### config.mk
export PLATFORM = sky130hd
export DESIGN_NAME = stream_source
export DESIGN_NICKNAME = d
export VERILOG_FILES = /design/src/rtl/stream_source.sv
export SDC_FILE = /design/constraint.sdc
export NUM_CORES = 1
export LEC_CHECK = 0
export ABC_CLOCK_PERIOD_IN_PS = 1880
export BUFFER_PORTS_ARGS = -buffer_cell sky130_fd_sc_hd__buf_2
export CAP_MARGIN = 20
export CORE_MARGIN = 1
export CORE_UTILIZATION = 54
export CTS_CLUSTER_DIAMETER = 150
export CTS_CLUSTER_SIZE = 28
export DETAILED_ROUTE_END_ITERATION = 7
export GPL_TIMING_DRIVEN = 0
export HOLD_SLACK_MARGIN = 0.12
export PLACE_DENSITY = 0.75
export SLEW_MARGIN = 40
export SYNTH_ARGS = -nofsm -noshare
export SYNTH_HDL_FRONTEND = slang
export SYNTH_SLANG_ARGS = --single-unit
### constraint.sdc
create_clock -name clk_i -period 1.88 [get_ports clk_i]
set_clock_uncertainty 0.1 [all_clocks]
set_input_delay 0.188 -clock clk_i [delete_from_list [all_inputs] [get_ports clk_i]]
set_output_delay 0.188 -clock clk_i [all_outputs]
set_load 0.005 [all_outputs]
### src/rtl/stream_source.sv
// rtl/stream_source.sv - valid/ready stimulus source with gap, data modes and packet framing
// Optional LFSR data mode is built only when STREAM_SOURCE_LFSR_EN is defined.
module stream_source #(
   parameter int unsigned       DATA_W    = 8,
   parameter int unsigned       GAP       = 4,
   parameter int unsigned       PKT_LEN   = 4,
   parameter logic [DATA_W-1:0] SEED      = '0,
   parameter logic [DATA_W-1:0] LFSR_TAPS = 'hB8,
   parameter int unsigned       CNT_W     = 16
) (
   input  logic              clk_i,
   input  logic              rst_i,
   input  logic              enable_i,
   input  logic [1:0]        mode_i,
   input  logic              ready_i,
   output logic              valid_o,
   output logic [DATA_W-1:0] data_o,
   output logic              last_o,
   output logic [CNT_W-1:0]  beats_o
);

   localparam logic [0:0] ST_GAP   = 1'b0;
   localparam logic [0:0] ST_VALID = 1'b1;

   localparam int unsigned GAP_W = (GAP < 2) ? 1 : $clog2(GAP + 1);
   localparam int unsigned IDX_W = (PKT_LEN < 2) ? 1 : $clog2(PKT_LEN);

   localparam logic [GAP_W-1:0] GAP_END  = GAP_W'(GAP);
   localparam logic [IDX_W-1:0] LAST_IDX = IDX_W'(PKT_LEN - 1);
   localparam logic             LAST_RST = (PKT_LEN == 1);

   logic [0:0]        state_q, state_d;
   logic [GAP_W-1:0]  gap_q, gap_d;
   logic [IDX_W-1:0]  idx_q, idx_d;
   logic [DATA_W-1:0] data_q, data_d, data_next;
   logic              last_q, last_d;
   logic [CNT_W-1:0]  beats_q, beats_d;
   logic              handshake;

   // Galois step; an all-zero register would stick, so it is kicked to 1.
   function automatic logic [DATA_W-1:0] lfsr_step(input logic [DATA_W-1:0] d);
      if (d == '0) begin
         return DATA_W'(1);
      end
      return (d >> 1) ^ (d[0] ? LFSR_TAPS : '0);
   endfunction

   always_comb begin
      data_next = data_q;
      unique case (mode_i)
         2'b00: data_next = data_q + DATA_W'(1);
`ifdef STREAM_SOURCE_LFSR_EN
         2'b01: data_next = lfsr_step(data_q);
`else
         2'b01: data_next = data_q + DATA_W'(1);
`endif
         2'b10: data_next = data_q;
         default: data_next = data_q - DATA_W'(1);
      endcase
   end

   assign handshake = (state_q == ST_VALID) && ready_i;

   always_comb begin
      state_d = state_q;
      gap_d   = gap_q;
      idx_d   = idx_q;
      data_d  = data_q;
      last_d  = last_q;
      beats_d = beats_q;
      unique case (state_q)
         ST_GAP: begin
            if (enable_i) begin
               if ((GAP == 0) || (gap_q + GAP_W'(1) == GAP_END)) begin
                  state_d = ST_VALID;
                  gap_d   = '0;
               end else begin
                  gap_d = gap_q + GAP_W'(1);
               end
            end
         end
         ST_VALID: begin
            // Beat is frozen until accepted; enable_i has no say here.
            if (handshake) begin
               beats_d = beats_q + CNT_W'(1);
               idx_d   = (idx_q == LAST_IDX) ? '0 : idx_q + IDX_W'(1);
               last_d  = (idx_d == LAST_IDX);
               data_d  = data_next;
               if (GAP != 0) begin
                  state_d = ST_GAP;
                  gap_d   = '0;
               end
            end
         end
         default: begin
            state_d = ST_GAP;
            gap_d   = '0;
         end
      endcase
   end

   always_ff @(posedge clk_i) begin
      if (rst_i) begin
         state_q <= ST_GAP;
         gap_q   <= '0;
         idx_q   <= '0;
         data_q  <= SEED;
         last_q  <= LAST_RST;
         beats_q <= '0;
      end else begin
         state_q <= state_d;
         gap_q   <= gap_d;
         idx_q   <= idx_d;
         data_q  <= data_d;
         last_q  <= last_d;
         beats_q <= beats_d;
      end
   end

   assign valid_o = (state_q == ST_VALID);
   assign data_o  = data_q;
   assign last_o  = last_q;
   assign beats_o = beats_q;

endmodule
* Word-level counts from Yosys, hierarchy flattened
Cells that the tools add are included.
Storage, ports and cells: register bits after elaboration 31, bits of input ports 6
Operators by class: equal/unequal tests 7, mux-type cells 10, reductions and logical operators 6, bitwise logic cells 2, add/subtract/negate cells 5
Operators by type and width (number):
- 16-bit by 1-bit adder with 16-bit output (second input constant) | 1
- 8-bit case mux with 2 select lines | 1
- 3-bit two-way mux | 3
- 8-bit by 1-bit adder with 8-bit output (second input constant) | 1
- 8-bit by 1-bit subtractor with 8-bit output (second input constant) | 1
- 2-bit equality test (second input constant) | 3
- 3-bit case mux with 2 select lines | 1
- 2-bit AND reduction | 2
- 3-bit by 1-bit adder with 3-bit output (second input constant) | 1
- 3-bit equality test (second input constant) | 1
- 1-bit two-way mux | 3
- 3-bit AND reduction | 1
- 2-bit by 1-bit adder with 2-bit output (second input constant) | 1
- 2-bit by 1-bit equality test with 1-bit output (second input constant) | 1
- 2-bit logical NOT | 1
- 2-bit two-way mux | 1
- 2-bit by 1-bit != test with 1-bit output (second input constant) | 1
- 2-bit != test (second input constant) | 1
- 1-bit NOT | 2
- 1-bit case mux with 2 select lines | 1
- 2-bit OR reduction | 1
- 1-bit logical AND | 1

* Logic depth before layout (Yosys ltp)
Gate-level depths: netlist (run 1).
depth in word-level cells 5, mapped depth 7, depth with buffers taken out 6

* Worst setup path before layout (run 1)
Ideal clock, no wire load.
path kind reg-to-reg, start point register data_q[1], in the netlist data_o[1], end point register data_q[6], in the netlist data_o[6], arrival 1465 ps, path buffers 1, required time 1659 ps, cell stages (with the launch flop) 7, path slack 195 ps, setup time 121 ps, path through dfxtp_1 -> buf_2 -> xor2_1 -> ha_1 -> nand3b_1 -> a21oi_1 -> mux2_2
Between the ends: word-level cells in the longest chain between the ends 2, elaborated cells between the ends (all ways) 3, classes of those cells 2 x add/sub; 1 x mux
RTL lines:
- start: declaration | line 35 | logic [DATA_W-1:0] data_q, data_d, data_next;
- start signal: assignment | line 114 | data_q <= data_d;
- 8-bit by 1-bit subtractor with 8-bit output / 8-bit by 1-bit adder with 8-bit output (equally long branches) | line 58, 51, 55
- 8-bit case mux with 2 select lines * | line 50 | unique case (mode_i)
Mark *: on every way between the ends. The rest lies on a longest branch, timed or not. A chain may end at the register's enable or synchronous reset.

* Worst setup path after layout (run 1)
start point register data_q[1], in the netlist data_o[1], end point register data_q[4], in the netlist data_o[4]
The elaborated chain is that of the path after synthesis.

==> run_results.csv, run 1 <==
group,metric,value,unit
status,run_status,"complete, no violations",
sta,rsz0062_at_grt,"false",
layout,final_cells,251,
setup_path,crit_chain,"buf_4 -> xor2_1 -> ha_2 -> nand4b_1 -> a21oi_2 -> mux2_2",
grt,antenna_found_initial,0,
setup_path,crit_slowest_cell,"dfxtp_1",
logic_synthesis,ys_warn_count,0,
grt,track_usage,0.224,
sta,min_period,1780,ps
grt,gr-total-overflow,0,
logic_synthesis,ys.flop_type,"dfxtp_1",
layout,n_antenna_cell,0,
sta,slew_violations,0,
setup_path,arrival,1900,ps
min_path,hold_class,"in2reg",
min_path,whs_path_depth,3,
setup_path,worstSetupStartpointType,"flip-flop",
power,peakVddDrop,0.000610,V
setup_path,worst-setup-path-type,"reg2reg",
die,core_area,0.00276,mm^2
clock_tree,cts_root_buf,"clkbuf_4",
power,leakagePower,0.775,nW
clock_tree,htree_levels,2,
layout,drive_gt1_frac,0.245,
grt,grt_pass1_vias,1294,
power,power.density,618,mW/mm^2
grt,grt_start_max_net_pins,11,
logic_synthesis,synth_nets,192,
logic_synthesis,yosysSeqAreaShare,0.395,
sta,fin_crit_sh,0.948,
clock_tree,clock_latency,330,ps
sta,hold_viol_final,0,
routing,postRouteAntennaNets,0,
logic_synthesis,synth_seq_cells,31,
setup_path,reg2reg_to,"data_o[4]$_SDFFE_PP0P_",
logic_synthesis,yosysTopAreaCell,"dfxtp_1",
sta,tns,0,ps
grt,grt_first_pass_wirelength,5.51,mm
setup_path,crit_fanout,8,
clock_tree,cts_buffers,5,
routing,num_vias,1404,
flow_run,maxCapViolCount,0,
setup_path,reg2reg_slack,100,ps
clock_tree,clock-sinks,31,
min_path,hold_end,"data_o[7]$_SDFFE_PP0P_",
clock_tree,cts_max_path_buffers,2,
logic_synthesis,syn_inst,179,
logic_synthesis,synthTopCellsByArea,"dfxtp_1 40%, nor2_1 5.7%, ha_1 5.6%, xor2_1 4.5%, a21oi_1 3.8%",
sta,setup_violations,0,
min_path,min_from,"rst_i",
layout,nets,232,
setup_path,reg2reg_from,"data_o[1]$_SDFFE_PP0P_",
die,initial_core_util,0.569,
logic_synthesis,async_flop_share,0,
placed_design,port_buffers,31,
clock_tree,clkSlewWorstSetupHoldPaths,90,ps
logic_synthesis,synth_area,0.00157,mm^2
die,die-area,0.00313,mm^2
clock_tree,cts_tree,"built",
layout,final_util,0.677,
routing,wirelength,3.22,mm
placed_design,dp_hpwl,2.36,mm
routing,avgRoutedWirePerCell,12.8,um
sta,fmax,561,MHz
die,fp.dieH,55.9,um
die,rows,19,
sta,tightest_slew,495,ps
logic_synthesis,syn_avg_cell_area,8.77,um^2
logic_synthesis,synth_top_area_share,0.395,
routing,drt_iter0_drc,66,
layout,final_common_cell,"buf_2",
setup_path,end_kind,"flip-flop",
die,ios,32,
sta,max-slew-margin-rel,0.670,
placed_design,dp_cells,241,
routing,vias_per_cell,5.59,
layout,area_growth,19.0,%
routing,firstDrtPassIters,4,
setup_path,ff2ff_path_depth,6,
logic_synthesis,synth_edf_count,0,
setup_path,slowest_delay,340,ps
die,die_w,55.9,um
routing,drc,0,
placed_design,gp_congestion,0.791,
layout,most-common-layout-cells,"32 x buf_2, 30 x dfxtp_1, 24 x nor2_1",
logic_synthesis,synth_cell_type_count,43,
setup_path,critPathRequiredTime,2000,ps
## through the flow
stage	hold WS [ps]	cell area, um^2	setup WS, ps	power (W)
after floorplan	274	1570	195	0.000713
after global placement	342	1760	115	0.000730
after detailed placement	351	1760	47.1	0.000733
after CTS	126	1850	36.2	0.00117
after global routing	164	1870	29.7	0.00120
final	145	1870	98.1	0.00115
## critical path: cells and delay by family (launching register included)
family	cells	cell delay [ps]
and+or+nand+nor	1	130
DFF	1	340
muxes	1	330
buffers and inverters	1	180
xor gates and xnor gates	1	170
AOI/OAI and AO/OA	1	170
adders and majority gates	1	260
## repair_timing
action	in CTS	in global routing
setup endpoints to repair	1	3
endpoints found under the hold margin	1	0
hold buffers	1	0
gates resized for setup	1	5
setup buffers	0	1
## final cells by class
| class | count | area, um^2 |
|---|---|---|
| clock buffer | 8 | 68.8 |
| multi-input combinational | 136 | 906 |
| buffer | 6 | 37.5 |
| inverter | 6 | 22.5 |
| tap | 31 | 38.8 |
| fill | 235 | 890 |
| timing repair buffer | 33 | 173 |
| sequential | 31 | 622 |
## state kept, by name (all words and copies together) (netlist names)
signal	flops
beats_o	16
last_o	1
idx_q	2
valid_o	1
gap_q	3
data_o	8
## Yosys cell counts (all sizes together) (4+ instances only)
| library cell | n |
|---|---|
| nand3 | 8 |
| clkbuf | 4 |
| nand2 | 15 |
| dfxtp | 31 |
| ha | 7 |
| nor2 | 24 |
| nor3 | 4 |
| xnor2 | 6 |
| nor2b | 4 |
| nand4 | 5 |
| o21ai | 4 |
| a21oi | 12 |
| inv | 6 |
| xor2 | 8 |
## power by group
group / leakage, nW / switching, W / total [W] / internal, W
Sequential: 0.250 / 0.00000380 / 0.000664 / 0.000660
Clock: 0.0386 / 0.000214 / 0.000434 / 0.000220
Combinational: 0.486 / 0.0000321 / 0.0000563 / 0.0000242
Total: 0.775 / 0.000250 / 0.00115 / 0.000904
## per-layer routing
layer  share of wire  up-vias  track usage
met5               0        -            0
met4           0.017        0       0.0836
met3           0.046        7       0.0651
met2            0.50       32        0.404
met1            0.44      649        0.247
li1                -      716            -
## worst max-delay path by stage
stage	startpoint	slack (ps)	cells after the start	to
3_5_place_dp	data_o[1]$_SDFFE_PP0P_	50	6	data_o[4]$_SDFFE_PP0P_
2_1_floorplan	data_o[1]$_SDFFE_PP0P_	190	6	data_o[6]$_SDFFE_PP0P_
3_3_place_gp	data_o[1]$_SDFFE_PP0P_	110	6	data_o[4]$_SDFFE_PP0P_
6_report	data_o[1]$_SDFFE_PP0P_	100	6	data_o[4]$_SDFFE_PP0P_
5_1_grt	ready_i	30	6	data_o[7]$_SDFFE_PP0P_
4_1_cts	data_o[1]$_SDFFE_PP0P_	40	6	data_o[4]$_SDFFE_PP0P_
## logic make-up after synthesis
logic type               Yosys count  share of synthesized area
adder cells (fa/ha/maj)            7                     0.0558
flip-flops                        31                      0.395
multiplexers                       4                     0.0279
buffers and inverters             12                     0.0367
XOR/XNOR                          14                     0.0781
AO/OA/AOI/OAI                     27                      0.108
AND/OR/NAND/NOR                   84                      0.299
Note: power is estimated with default switching activity, not from simulation.
==> run 2, diff against run 1 <==
--- a/config.mk
+++ b/config.mk
@@ -7,15 +7,16 @@
 export LEC_CHECK = 0
 export ABC_CLOCK_PERIOD_IN_PS = 1880
 export BUFFER_PORTS_ARGS = -buffer_cell sky130_fd_sc_hd__buf_2
-export CAP_MARGIN = 20
+export CAP_MARGIN = 0
 export CORE_MARGIN = 1
-export CORE_UTILIZATION = 54
+export CORE_UTILIZATION = 50
 export CTS_CLUSTER_DIAMETER = 150
 export CTS_CLUSTER_SIZE = 28
 export DETAILED_ROUTE_END_ITERATION = 7
 export GPL_TIMING_DRIVEN = 0
 export HOLD_SLACK_MARGIN = 0.12
-export PLACE_DENSITY = 0.75
+export PLACE_DENSITY = 0.7
+export RECOVER_POWER = 25
 export SLEW_MARGIN = 40
 export SYNTH_ARGS = -nofsm -noshare
 export SYNTH_HDL_FRONTEND = slang
==> run 2 against run 1 <==
Net effect: the flow now finishes with violations (design-rule violations); critical endpoint is now data_o[7]$_SDFFE_PP0P_; worst hold slack got worse by 14 ps; flip-flop and latch count unchanged; critical path type is now in2reg; power increased by 1.3%.
==> run_results.csv, run 2 (synthesis gave the netlist of run 1 again) <==
group,metric,value,unit
die,initial_core_util,0.546,
placed_design,port_buffers,31,
sta,fmax,564,MHz
power,leakagePower,0.752,nW
layout,area_growth,19.0,%
grt,grt_start_max_net_pins,11,
sta,rsz0062_at_grt,"false",
flow_run,maxCapViolCount,0,
routing,postRouteAntennaNets,0,
sta,slew_violations,0,
routing,drc,1,
routing,num_vias,1397,
setup_path,worstSetupStartpointType,"input pin",
grt,gr-total-overflow,0,
sta,min_period,1770,ps
routing,wirelength,3.31,mm
power,p_clk_frac,0.384,
power,switching_share,0.226,
clock_tree,cts_tree,"built",
sta,tns,0,ps
routing,firstDrtPassIters,8,
routing,vias_per_cell,5.35,
layout,final_common_cell,"dfxtp_1",
grt,top_usage_layer,"met2",
setup_path,worst-setup-path-type,"in2reg",
sta,max-slew-margin-rel,0.659,
die,die-area,0.00337,mm^2
layout,final_area,0.00187,mm^2
die,fp.dieH,58.0,um
power,peakVddDrop,0.000492,V
grt,grt_pass1_vias,1224,
clock_tree,cts_buffers,5,
layout,drive_gt1_frac,0.224,
layout,most-common-layout-cells,"30 x dfxtp_1, 28 x buf_2, 24 x nor2_1",
grt,track_usage,0.217,
grt,grt_first_pass_wirelength,5.43,mm
clock_tree,htree_levels,2,
setup_path,critPathRequiredTime,2020,ps
grt,grtUsageMet1,0.248,
clock_tree,clkSlewWorstSetupHoldPaths,100,ps
power,switchingPower,0.000265,W
clock_tree,cts_root_buf,"clkbuf_4",
setup_path,arrival,1910,ps
power,internal-power,0.000904,W
sta,tightest_slew,511,ps
status,run_status,"finished, violations left",
status,violations,"design-rule violations",
layout,largest_register_ffs,16,
placed_design,gp_congestion,0.786,
power,power.density,625,mW/mm^2
min_path,hold_class,"in2reg",
power,seqPwrFrac,0.568,
placed_design,dpl_cell_area,0.00178,mm^2
die,core_area,0.00288,mm^2
sta,setup_violations,0,
clock_tree,clock-sinks,31,
sta,hold_viol_final,0,
clock_tree,cts_max_path_buffers,2,
placed_design,dp_hpwl,2.44,mm
routing,avgRoutedWirePerCell,12.7,um
layout,final_util,0.650,
clock_tree,clock_latency,340,ps
die,ios,32,
layout,nets,231,
layout,n_antenna_cell,0,
grt,antenna_found_initial,0,
die,rows,19,
power,combPwrFrac,0.048,
grt,grt_use_met2,0.368,
die,die_w,58.0,um
sta,fin_crit_sh,0.943,
grt,use_met3,0.0804,
setup_path,crit_fanout,7,
setup_path,end_kind,"flip-flop",
routing,drt_iter0_drc,81,
[run 2: changes by cell type in the layout (fill, tap and decap cells not counted)]
cell	before	now
buf_2	32	28
clkbuf_1	4	8
buf_4	2	0
clkbuf_4	5	6
o32ai_1	0	1
o32ai_2	1	0
xor2_1	8	7
xor2_2	0	1
[run 2: worst max-delay path, cell delays in order]
cell and delay [ps]:
dlygate4sd3_1 530, buf_2 150, and2_1 160, nand2_1 170, o32ai_1 350, mux2_2 370
[run 2: routing by layer]
layer,share of wire,vias to the layer above
met2,0.49,35
met5,0,-
met1,0.45,644
met4,0.019,0
li1,-,710
met3,0.046,8
[run 2: timing repair]
action	4_1_cts	5_1_grt
resized for setup	0	5
hold buffers	1	0
setup buffers	0	0
hold endpoints to repair	1	0
endpoints found under the setup margin	0	5
[run 2: power by group through the flow]
| stage | clock network (W) | registers [W] | logic (W) |
|---|---|---|---|
| global route | 0.000483 | 0.000664 | 0.0000620 |
| detailed placement | 0 | 0.000679 | 0.0000533 |
| floorplan | 0 | 0.000678 | 0.0000342 |
| finish | 0.000449 | 0.000664 | 0.0000563 |
| CTS | 0.000456 | 0.000664 | 0.0000552 |
| global placement | 0 | 0.000679 | 0.0000515 |
[run 2: final timing paths]
path / start / endpoint / cells past startpoint / slack, ps
setup / recovery: ready_i / data_o[7]$_SDFFE_PP0P_ / 6 / 110
hold reg to reg: last_o$_SDFFE_PP0P_ / last_o$_SDFFE_PP0P_ / 2 / 360
hold / removal: rst_i / data_o[7]$_SDFFE_PP0P_ / 3 / 130
setup reg to reg: data_o[1]$_SDFFE_PP0P_ / data_o[6]$_SDFFE_PP0P_ / 6 / 110
[run 2: final cells by class]
class / count / area, um^2
Timing Repair Buffer: 32 / 160
Fill cell: 250 / 1010
Buffer: 6 / 37.5
Multi-Input combinational cell: 136 / 906
Tap cell: 42 / 52.6
Sequential cell: 31 / 622
Clock buffer: 8 / 68.8
Inverter: 6 / 22.5
[run 2: per-stage QoR]
stage	total power [W]	instances	hold slack (ps)	setup WS, ps
global route	0.00121	261	126	22.4
floorplan	0.000713	179	274	195
finish	0.00117	261	131	108
detailed placement	0.000732	252	347	64.6
global placement	0.000730	252	342	107
CTS	0.00118	261	122	35.8
